### src/rtl/scanner_pkg.sv
// rtl/scanner_pkg.sv - shared state encoding and sweep-mode constants for region_scanner
package scanner_pkg;

    typedef enum logic [1:0] {
        S_IDLE = 2'd0,
        S_RUN  = 2'd1,
        S_DONE = 2'd2
    } state_t;

    localparam logic MODE_RASTER = 1'b0;
    localparam logic MODE_SERP   = 1'b1;

endpackage

### src/rtl/region_scanner_if.sv
// rtl/region_scanner_if.sv - control and coordinate-stream bundle between scanner and its users
interface region_scanner_if #(
    parameter int X_WIDTH   = 8,
    parameter int Y_WIDTH   = 7,
    parameter int IDX_WIDTH = 15
);
    logic                 start;
    logic                 abort;
    logic                 serpentine;
    logic [X_WIDTH-1:0]   x0;
    logic [X_WIDTH-1:0]   x1;
    logic [Y_WIDTH-1:0]   y0;
    logic [Y_WIDTH-1:0]   y1;
    logic                 out_valid;
    logic                 out_ready;
    logic [X_WIDTH-1:0]   x;
    logic [Y_WIDTH-1:0]   y;
    logic [IDX_WIDTH-1:0] index;
    logic                 last;
    logic                 busy;
    logic                 done;
    logic                 bad_region;

    // Scanner side: takes commands and bounds, produces the coordinate stream.
    modport master (
        input  start, abort, serpentine, x0, x1, y0, y1, out_ready,
        output out_valid, x, y, index, last, busy, done, bad_region
    );

    // Control/consumer side.
    modport slave (
        output start, abort, serpentine, x0, x1, y0, y1, out_ready,
        input  out_valid, x, y, index, last, busy, done, bad_region
    );
endinterface

### src/rtl/axis_stepper.sv
// rtl/axis_stepper.sv - loadable up/down coordinate counter with end-of-axis flag
module axis_stepper #(
    parameter int WIDTH = 8
) (
    input  logic             clock,
    input  logic             reset,
    input  logic             load_i,
    input  logic [WIDTH-1:0] load_val_i,
    input  logic             step_i,
    input  logic             down_i,
    input  logic [WIDTH-1:0] end_val_i,
    output logic [WIDTH-1:0] value_o,
    output logic             at_end_o
);
    logic [WIDTH-1:0] value_q;
    logic [WIDTH-1:0] value_d;

    // Load wins over step; the caller never steps past end_val, so no wrap.
    always_comb begin
        value_d = value_q;
        if (load_i) begin
            value_d = load_val_i;
        end else if (step_i) begin
            value_d = down_i ? (value_q - WIDTH'(1)) : (value_q + WIDTH'(1));
        end
    end

    // Coordinate register.
    always_ff @(posedge clock) begin
        if (reset) begin
            value_q <= '0;
        end else begin
            value_q <= value_d;
        end
    end

    assign value_o  = value_q;
    assign at_end_o = (value_q == end_val_i);
endmodule

### src/rtl/region_scanner.sv
// rtl/region_scanner.sv - rectangle sweeper emitting (x,y,index) over a valid/ready stream
module region_scanner
    import scanner_pkg::*;
#(
    parameter int X_WIDTH   = 8,
    parameter int Y_WIDTH   = 7,
    parameter int IDX_WIDTH = 15
) (
    input  logic             clock,
    input  logic             reset,
    region_scanner_if.master bus
);
    state_t               state_q;
    state_t               state_d;
    logic [X_WIDTH-1:0]   x0_q;
    logic [X_WIDTH-1:0]   x1_q;
    logic [Y_WIDTH-1:0]   y0_q;
    logic [Y_WIDTH-1:0]   y1_q;
    logic                 serp_q;
    logic [IDX_WIDTH-1:0] index_q;
    logic [IDX_WIDTH-1:0] index_d;
    logic                 bad_q;
    logic                 bad_d;

    logic                 legal;
    logic                 start_ok;
    logic                 run;
    logic                 hs;
    logic [X_WIDTH-1:0]   x_val;
    logic [Y_WIDTH-1:0]   y_val;
    logic                 x_at_end;
    logic                 y_at_end;
    logic                 row_odd;
    logic [X_WIDTH-1:0]   row_end_x;
    logic                 last_c;
    logic                 x_load;
    logic [X_WIDTH-1:0]   x_load_val;
    logic                 x_step;
    logic                 y_step;

    assign legal    = (bus.x1 >= bus.x0) && (bus.y1 >= bus.y0);
    assign start_ok = (state_q == S_IDLE) && bus.start && legal;
    assign run      = (state_q == S_RUN);
    // Abort overrides a same-cycle handshake.
    assign hs       = run && bus.out_ready && !bus.abort;

    // Parity of (y - y0) is just the xor of the two LSBs.
    assign row_odd   = (serp_q == MODE_SERP) && (y_val[0] ^ y0_q[0]);
    assign row_end_x = row_odd ? x0_q : x1_q;
    assign last_c    = run && x_at_end && y_at_end;

    // Raster wraps x back to x0 at row end; serpentine holds x and turns around.
    assign x_load     = start_ok || (hs && x_at_end && !y_at_end && (serp_q == MODE_RASTER));
    assign x_load_val = start_ok ? bus.x0 : x0_q;
    assign x_step     = hs && !x_at_end;
    assign y_step     = hs && x_at_end && !y_at_end;

    axis_stepper #(.WIDTH(X_WIDTH)) u_x_axis (
        .clock      (clock),
        .reset      (reset),
        .load_i     (x_load),
        .load_val_i (x_load_val),
        .step_i     (x_step),
        .down_i     (row_odd),
        .end_val_i  (row_end_x),
        .value_o    (x_val),
        .at_end_o   (x_at_end)
    );

    axis_stepper #(.WIDTH(Y_WIDTH)) u_y_axis (
        .clock      (clock),
        .reset      (reset),
        .load_i     (start_ok),
        .load_val_i (bus.y0),
        .step_i     (y_step),
        .down_i     (1'b0),
        .end_val_i  (y1_q),
        .value_o    (y_val),
        .at_end_o   (y_at_end)
    );

    // Next state, index counter and bad-region pulse.
    always_comb begin
        state_d = state_q;
        index_d = index_q;
        bad_d   = 1'b0;
        case (state_q)
            S_IDLE: begin
                if (bus.start) begin
                    if (legal) begin
                        state_d = S_RUN;
                        index_d = '0;
                    end else begin
                        bad_d = 1'b1;
                    end
                end
            end
            S_RUN: begin
                if (bus.abort) begin
                    state_d = S_IDLE;
                end else if (hs) begin
                    if (last_c) begin
                        state_d = S_DONE;
                    end else begin
                        index_d = index_q + IDX_WIDTH'(1);
                    end
                end
            end
            S_DONE: begin
                state_d = S_IDLE;
            end
            default: begin
                state_d = S_IDLE;
            end
        endcase
    end

    // State, index and pulse registers.
    always_ff @(posedge clock) begin
        if (reset) begin
            state_q <= S_IDLE;
            index_q <= '0;
            bad_q   <= 1'b0;
        end else begin
            state_q <= state_d;
            index_q <= index_d;
            bad_q   <= bad_d;
        end
    end

    // Bounds and mode are captured only when a legal start is accepted.
    always_ff @(posedge clock) begin
        if (reset) begin
            x0_q   <= '0;
            x1_q   <= '0;
            y0_q   <= '0;
            y1_q   <= '0;
            serp_q <= MODE_RASTER;
        end else if (start_ok) begin
            x0_q   <= bus.x0;
            x1_q   <= bus.x1;
            y0_q   <= bus.y0;
            y1_q   <= bus.y1;
            serp_q <= bus.serpentine;
        end
    end

    assign bus.out_valid  = run;
    assign bus.busy       = run;
    assign bus.done       = (state_q == S_DONE);
    assign bus.bad_region = bad_q;
    assign bus.x          = x_val;
    assign bus.y          = y_val;
    assign bus.index      = index_q;
    assign bus.last       = last_c;
endmodule

### src/flat_wrapper.sv
// flat-port wrapper written by rule: the top's interface ports become plain ports
module region_scanner_flat import scanner_pkg::*;
#(
    parameter int X_WIDTH   = 8,
    parameter int Y_WIDTH   = 7,
    parameter int IDX_WIDTH = 15
)
  (clock, reset, bus_start, bus_abort, bus_serpentine, bus_x0, bus_x1, bus_y0, bus_y1, bus_out_ready, bus_out_valid, bus_x, bus_y, bus_index, bus_last, bus_busy, bus_done, bus_bad_region);
  region_scanner_if #(.X_WIDTH(X_WIDTH), .Y_WIDTH(Y_WIDTH), .IDX_WIDTH(IDX_WIDTH)) bus_i ();
  input  logic clock;
  input  logic reset;
  input wire logic [$bits(bus_i.start)-1:0] bus_start;
  input wire logic [$bits(bus_i.abort)-1:0] bus_abort;
  input wire logic [$bits(bus_i.serpentine)-1:0] bus_serpentine;
  input wire logic [$bits(bus_i.x0)-1:0] bus_x0;
  input wire logic [$bits(bus_i.x1)-1:0] bus_x1;
  input wire logic [$bits(bus_i.y0)-1:0] bus_y0;
  input wire logic [$bits(bus_i.y1)-1:0] bus_y1;
  input wire logic [$bits(bus_i.out_ready)-1:0] bus_out_ready;
  output wire logic [$bits(bus_i.out_valid)-1:0] bus_out_valid;
  output wire logic [$bits(bus_i.x)-1:0] bus_x;
  output wire logic [$bits(bus_i.y)-1:0] bus_y;
  output wire logic [$bits(bus_i.index)-1:0] bus_index;
  output wire logic [$bits(bus_i.last)-1:0] bus_last;
  output wire logic [$bits(bus_i.busy)-1:0] bus_busy;
  output wire logic [$bits(bus_i.done)-1:0] bus_done;
  output wire logic [$bits(bus_i.bad_region)-1:0] bus_bad_region;
  assign bus_i.start = bus_start;
  assign bus_i.abort = bus_abort;
  assign bus_i.serpentine = bus_serpentine;
  assign bus_i.x0 = bus_x0;
  assign bus_i.x1 = bus_x1;
  assign bus_i.y0 = bus_y0;
  assign bus_i.y1 = bus_y1;
  assign bus_i.out_ready = bus_out_ready;
  assign bus_out_valid = bus_i.out_valid;
  assign bus_x = bus_i.x;
  assign bus_y = bus_i.y;
  assign bus_index = bus_i.index;
  assign bus_last = bus_i.last;
  assign bus_busy = bus_i.busy;
  assign bus_done = bus_i.done;
  assign bus_bad_region = bus_i.bad_region;
  region_scanner #(.X_WIDTH(X_WIDTH), .Y_WIDTH(Y_WIDTH), .IDX_WIDTH(IDX_WIDTH)) u_core (.clock(clock), .reset(reset), .bus(bus_i));
endmodule
### config.mk
export PLATFORM = sky130hd
export DESIGN_NAME = region_scanner_flat
export DESIGN_NICKNAME = d
export VERILOG_FILES = /design/src/rtl/scanner_pkg.sv /design/src/rtl/region_scanner_if.sv /design/src/rtl/axis_stepper.sv /design/src/rtl/region_scanner.sv /design/src/flat_wrapper.sv
export SDC_FILE = /design/constraint.sdc
export NUM_CORES = 1
export LEC_CHECK = 0
export ABC_AREA = 1
export BUFFER_PORTS_ARGS = -buffer_cell sky130_fd_sc_hd__buf_4
export CORE_ASPECT_RATIO = 0.5
export CORE_MARGIN = 1.5
export CORE_UTILIZATION = 51
export DETAILED_ROUTE_END_ITERATION = 6
export GPL_TIMING_DRIVEN = 0
export PLACE_DENSITY = 0.77
export SLEW_MARGIN = 20
export SYNTH_ARGS = -nofsm -noshare
export SYNTH_HDL_FRONTEND = slang
export SYNTH_SLANG_ARGS = --single-unit
export TNS_END_PERCENT = 20
### constraint.sdc
create_clock -name clock -period 2.1 [get_ports clock]
set_input_delay 0.105 -clock clock [delete_from_list [all_inputs] [get_ports clock]]
set_output_delay 0.105 -clock clock [all_outputs]
set_load 0.005 [all_outputs]
* Yosys cells after proc, flatten, opt, wreduce, memory -nomap -nowiden
Index checks and enable logic that the tools add are counted.
** Storage, ports and cells
- Word-level logic and storage cells :: 74
- Flip-flop bits (word level) :: 58
- Input port bits :: 36
- Output and inout bits :: 35
** Cells by class
- Reductions and logical operators :: 23
- Bitwise logic cells :: 4
- Add/sub/neg operators :: 4
- Mux-type cells :: 20
- Equal/unequal tests :: 11
- Order comparisons :: 2
** Operator list (number)
- 15-bit 2-to-1 mux :: 5
- 8-bit 2-to-1 mux :: 5
- 15-bit case mux with 2 select lines :: 1
- 15-bit by 1-bit adder with 15-bit output, second input constant :: 1
- 7-bit 2-to-1 mux :: 2
- 1-bit logical AND :: 12
- 2-bit 2-to-1 mux :: 5
- 8-bit by 1-bit adder with 8-bit output, second input constant :: 1
- 8-bit == test :: 1
- 8-bit greater-or-equal comparator :: 1
- 2-bit inequality test, second input constant :: 4
- 8-bit by 1-bit subtractor with 8-bit output, second input constant :: 1
- 7-bit by 1-bit adder with 7-bit output, second input constant :: 1
- 7-bit == test :: 1
- 7-bit greater-or-equal comparator :: 1
- 3-bit inequality test, second input constant :: 2
- 6-bit AND reduction :: 1
- 2-bit nonzero test :: 3
- 2-bit case mux with 2 select lines :: 1
- 4-bit AND reduction :: 1
- 1-bit logical NOT :: 3
- 1-bit inverter :: 3
- 3-bit OR reduction :: 1
- 2-bit by 1-bit == test with 1-bit output, second input constant :: 1
- other kinds (6) :: 6

* Depth between registers and ports, before layout
- Word-level depth :: 10
- Mapped depth :: 17
- Gate-level depth less buffers :: 16

* Modules after synthesis
A second synthesis with hierarchy kept.
** Unflattened totals
- Cells, all modules :: 612
- Area total of the unflattened synthesis :: 4127.7 µm²
** Modules (own cells, without submodules)
- region_scanner :: cells each 399, area an instance 2698.8 µm², instances 1, seq. area each 860.8 µm²
- axis_stepper (u_core.u_x_axis) :: cells each 114, area an instance 762.0 µm², instances 1, seq. area each 160.2 µm²
- axis_stepper (u_core.u_y_axis) :: cells each 99, area an instance 666.9 µm², instances 1, seq. area each 140.1 µm²

* Worst setup path after synthesis
OpenSTA, ideal clock, no wires.
- Path kind :: reg2reg
- Start :: reg u_core.u_y_axis.value_q[0], in the netlist u_core.u_y_axis.value_o[0]
- End :: reg u_core.u_x_axis.value_q[6], in the netlist u_core.u_x_axis.value_o[6]
- Stages on the path, launching flop included :: 17
- Data required time :: 2029 ps
- Setup slack :: -132 ps
- Arrival time :: 2162 ps
- Period minus slack after synthesis :: 2232 ps
- Buffers on the path :: 1
- Setup time :: 71 ps
- Path through :: dfxtp_1 > inv_2 > nand2_2 > nand3_2 > buf_6 > inv_1 > ha_1 > a21oi_1 > nand2_1 > inv_1 > o21ai_0 > a21oi_1 > xnor2_1 > nand2_1 > nand2_1 > inv_1 > a21oi_1
** Between the ends
- Cells in the longest elaborated chain, start to end :: 9
- Elaborated cells on any way between the ends :: 16
- Those cells by class :: eq/ne (2); mux (4); bitwise (1); reduce/logical (9)
** RTL lines
- start, declared :: line axis_stepper.sv:15 : logic [WIDTH-1:0] value_q;
- start signal, assigned :: line axis_stepper.sv:33 : value_q <= value_d;
- 1-bit bitwise XOR :: line region_scanner.sv:48 : assign row_odd = (serp_q == MODE_SERP) && (y_val[0] ^ y0_q[0]);
- 1-bit logical AND :: line region_scanner.sv:48
- 8-bit 2-to-1 mux :: line region_scanner.sv:49 : assign row_end_x = row_odd ? x0_q : x1_q;
- 8-bit == test :: line axis_stepper.sv:38 : assign at_end_o = (value_q == end_val_i);
- 1-bit logical AND (3 in a row) :: line region_scanner.sv:53 : assign x_load = start_ok || (hs && x_at_end && !y_at_end && (serp_q == MODE_RASTER));
- 1-bit logical OR :: line region_scanner.sv:53
- 8-bit 2-to-1 mux / 2-bit nonzero test (equally long branches)
- end signal, assigned :: line axis_stepper.sv:33
- end, declared :: line axis_stepper.sv:15
Parallel ways exist; a longest one is shown, timed or not. The select of a mux whose other input is x is not followed.
A chain may end at the register's enable or synchronous reset.

* Worst setup path in the final report
- Start :: reg u_core.u_y_axis.value_q[0], in the netlist u_core.u_y_axis.value_o[0]
- End :: reg u_core.u_x_axis.value_q[5], in the netlist u_core.u_x_axis.value_o[5]
The elaborated chain is that of the path after synthesis.

==> results.json <==
{
  "status": "finished, violations left",
  "failed_checks": "negative setup slack",
  "switching_share_pct": 28.8,
  "cts_tree": "done",
  "clockBufferDepth": 2,
  "finalCritPeriodShare_pct": 103,
  "drv_slew": 0,
  "report.final.setup_viol": 8,
  "crit_type": "reg2reg",
  "synth.area.mux_share_pct": 0,
  "syn_area_per_cell_um2": 6.69,
  "synth_top_family_by_area": "simple AND/OR/NAND/NOR gates",
  "drive_above_1_share_pct": 22.3,
  "num_io_pins": 71,
  "crit_fanout": 7,
  "cpMostUsedCell": "nand2_1",
  "via_per_inst": 5.43,
  "rsz0062_at_grt": "true",
  "hold_violations": 0,
  "p_leak_nw": 2.29,
  "cpPeakStageDelay_ps": 370,
  "wl_per_cell_um": 14.4,
  "dp_cells": 743,
  "cp.arrival_ps": 2420,
  "grt_overflow": 0,
  "synth_fa_ha_area_share_pct": 7.96,
  "area_delta_synth_final_pct": 32.4,
  "comb_power_share_pct": 20.6,
  "io_buffers": 69,
  "fillers": 631,
  "utilization_pct": 69.9,
  "synthSimpleGateAreaFrac_pct": 32.7,
  "pwr-share-seq_pct": 36.2,
  "track_usage_pct": 27.2,
  "whs_ps": 22.9,
  "root_buffer": "clkbuf_16",
  "p_total_mw": 3.35,
  "worstSetupStartpointType": "register",
  "start_util_pct": 52.8,
  "die_w_um": 126,
  "rows": 22,
  "setup_slack_ps": -55.4,
  "yosys.cell_types.count": 35,
  "final_nets": 732,
  "clock_power_share_pct": 43.2,
  "grt_pass1_vias": 3695,
  "insertion_delay_ps": 340,
  "grt_pass1_wl_mm": 17.3,
  "clkTransAtPathRegs_ps": 50,
  "ant_nets": 0,
  "syn_nets": 638,
  "cap_viol_max_count": 0,
  "cts_sinks": 58,
  "post-route-drc-count": 0,
  "fin_setup_tns_ps": -192,
  "ir_worst_vdd_mv": 0.489,
  "gp_congestion": 0.869,
  "cp_cell_sequence": "inv_2 > nand2_4 > nand3_4 > buf_8 > inv_8 > ha_4 > a21oi_1 > nand2_2 > a21oi_1 > o21ai_1 > xor2_1 > nand2_1 > nand2_1 > nand2_1 > a21oi_2",
  "seq_area_frac_synth_pct": 30.0,
  "synth-xor-area-share_pct": 5.44,
  "num_vias": 4192,
  "drt-initial-drc-count": 310,
  "final_cells": 772,
  "dr.pass1.iters": 7,
  "ys_ff_latch": 58,
  "tightest_slew_ps": 740,
  "synth-compound-area-share_pct": 13.4,
  "wl_mm": 11.1,
  "antenna-diode-count": 0,
  "period_minus_slack_ps": 2160,
  "cp_slowest_cell": "dfxtp_4",
  "cp.required_ps": 2360,
  "syn_inst": 578,
  "antenna_found_initial": 0,
  "max_freq_mhz": 464,
  "yosys_warnings": 0,
  "hold_class": "in2reg",
  "core_area_mm2": 0.00732,
  "slew_headroom_pct": 50.7,
  "switchingPower_mw": 0.966,
  "clock_skew_ps": 7.42,
  "hpwl_mm": 7.74,
  "htreeDepth": 3,
  "cts_buffers": 9,
  "die-area_mm2": 0.00814,
  "powerDensity_mw_per_mm2": 654,
  "die_h_um": 64.6,
  "crit_path_end_kind": "register",
  "grt_start_max_net_pins": 14,
  "intPower_mw": 2.38,
  "syn-cell-area_mm2": 0.00387
}
-- cell usage in the layout, fill, tap and decap left out, drive strengths merged --
| master | n |
|---|---|
| fa | 1 |
| o311ai | 1 |
| bufinv | 1 |
| nand4 | 32 |
| clkinvlp | 1 |
| dfxtp | 58 |
| nand2 | 143 |
| nor2 | 50 |
| o211ai | 2 |
| o21ai | 28 |
| nor3b | 3 |
| xnor2 | 7 |
| nand3b | 2 |
| a221oi | 1 |
| clkbuf | 28 |
| o21bai | 1 |
| clkinv | 2 |
| nor3 | 7 |
| nand3 | 37 |
| inv | 77 |
| ha | 23 |
| o21a | 4 |
| a21oi | 60 |
| buf | 90 |
| xor2 | 17 |
-- worst paths after layout --
check	start	end	slack, ps	depth (start not counted)
worst max register to register	u_core.u_y_axis.value_o[0]	u_core.u_x_axis.value_o[5]	-60	15
worst min register to register	u_core.x1_q[1]	u_core.x1_q[1]	470	2
worst min-delay path	bus_abort	u_core.state_q[1]	20	4
worst max-delay path	u_core.u_y_axis.value_o[0]	u_core.u_x_axis.value_o[5]	-60	15
-- kinds of logic after synthesis --
| kind of cell | after synthesis |
|---|---|
| XOR/XNOR | 24 |
| adder cells (fa/ha/maj) | 24 |
| buffers and inverters | 101 |
| flip-flops | 58 |
| AO/OA/AOI/OAI | 97 |
| AND/OR/NAND/NOR | 274 |
-- power groups by stage --
stage	clock network (mW)	logic (mW)	registers, mW
after global routing	1.50	0.761	1.22
after detailed placement	0	0.589	1.23
after floorplan	0	0.386	1.22
after CTS	1.46	0.614	1.21
after global placement	0	0.577	1.23
final	1.45	0.691	1.21
-- synthesized netlist by cell type (all sizes together) --
master / n / share of area [%]
inv: 78 / 7.6
o211ai: 2 / 0.39
nor3b: 3 / 0.58
fa: 1 / 0.52
nand2: 143 / 15
xnor2: 7 / 1.6
o21bai: 1 / 0.19
xor2: 17 / 3.9
a221oi: 1 / 0.23
dfxtp: 58 / 30
o21ai: 28 / 3.6
nand3b: 2 / 0.39
nor3: 7 / 0.91
ha: 23 / 7.4
nand4: 32 / 5.6
clkbuf: 16 / 1.6
a21oi: 60 / 8.0
buf: 7 / 1.4
o21a: 4 / 0.78
o311ai: 1 / 0.23
nor2: 50 / 5.3
nand3: 37 / 5.4
-- routing by layer --
metal | share of wire (%) | track usage [%] | up-vias
li1 | - | - | 2088
met1 | 44 | 33.1 | 1927
met2 | 47 | 48.2 | 154
met3 | 7.3 | 6.36 | 23
met4 | 1.3 | 8.62 | 0
met5 | 0 | 0 | -
-- worst max-delay path: cells and delay by family, from the launching register on --
| family | cells | cell delay, ps |
|---|---|---|
| AO/OA/AOI/OAI | 4 | 540 |
| XOR/XNOR | 1 | 150 |
| adder cells (fa/ha/maj) | 1 | 220 |
| buffers and inverters | 3 | 300 |
| flip-flops | 1 | 370 |
| AND/OR/NAND/NOR | 6 | 500 |
-- through the flow --
stage,worst slack [ps],instance area (um2)
2_1_floorplan,33.4,3870
3_3_place_gp,-491,4510
3_5_place_dp,-557,4510
4_1_cts,-45.6,4880
5_1_grt,-162,5120
6_report,-55.4,5120
-- repair_timing --
action / in CTS / in global routing
gates resized for setup: 19 / 38
endpoints found under the setup margin: 40 / 39
buffers inserted: 3 / 9
pin swaps: 1 / 10
gates cloned: 1 / 2
hold buffers: 0 / 0
-- sequential cells by signal, summed over array words and instances (netlist names) --
name	count
u_core.bus.bad_region	1
u_core.state_q	2
u_core.serp_q	1
u_core.u_x_axis.value_o	8
u_core.y1_q	7
u_core.u_y_axis.value_o	7
u_core.x1_q	8
u_core.y0_q	1
u_core.bus.index	15
u_core.x0_q	8
-- cell type report --
class | count | area (um2) | area share, %
Multi-Input combinational cell | 419 | 2440 | 47.7
Sequential cell | 58 | 1170 | 22.8
Timing Repair Buffer | 84 | 658 | 12.9
Inverter | 78 | 304 | 5.94
Clock buffer | 12 | 246 | 4.81
Buffer | 22 | 145 | 2.83
Tap cell | 96 | 120 | 2.35
Clock inverter | 3 | 40.0 | 0.782
(Power assumes the default switching activity.)
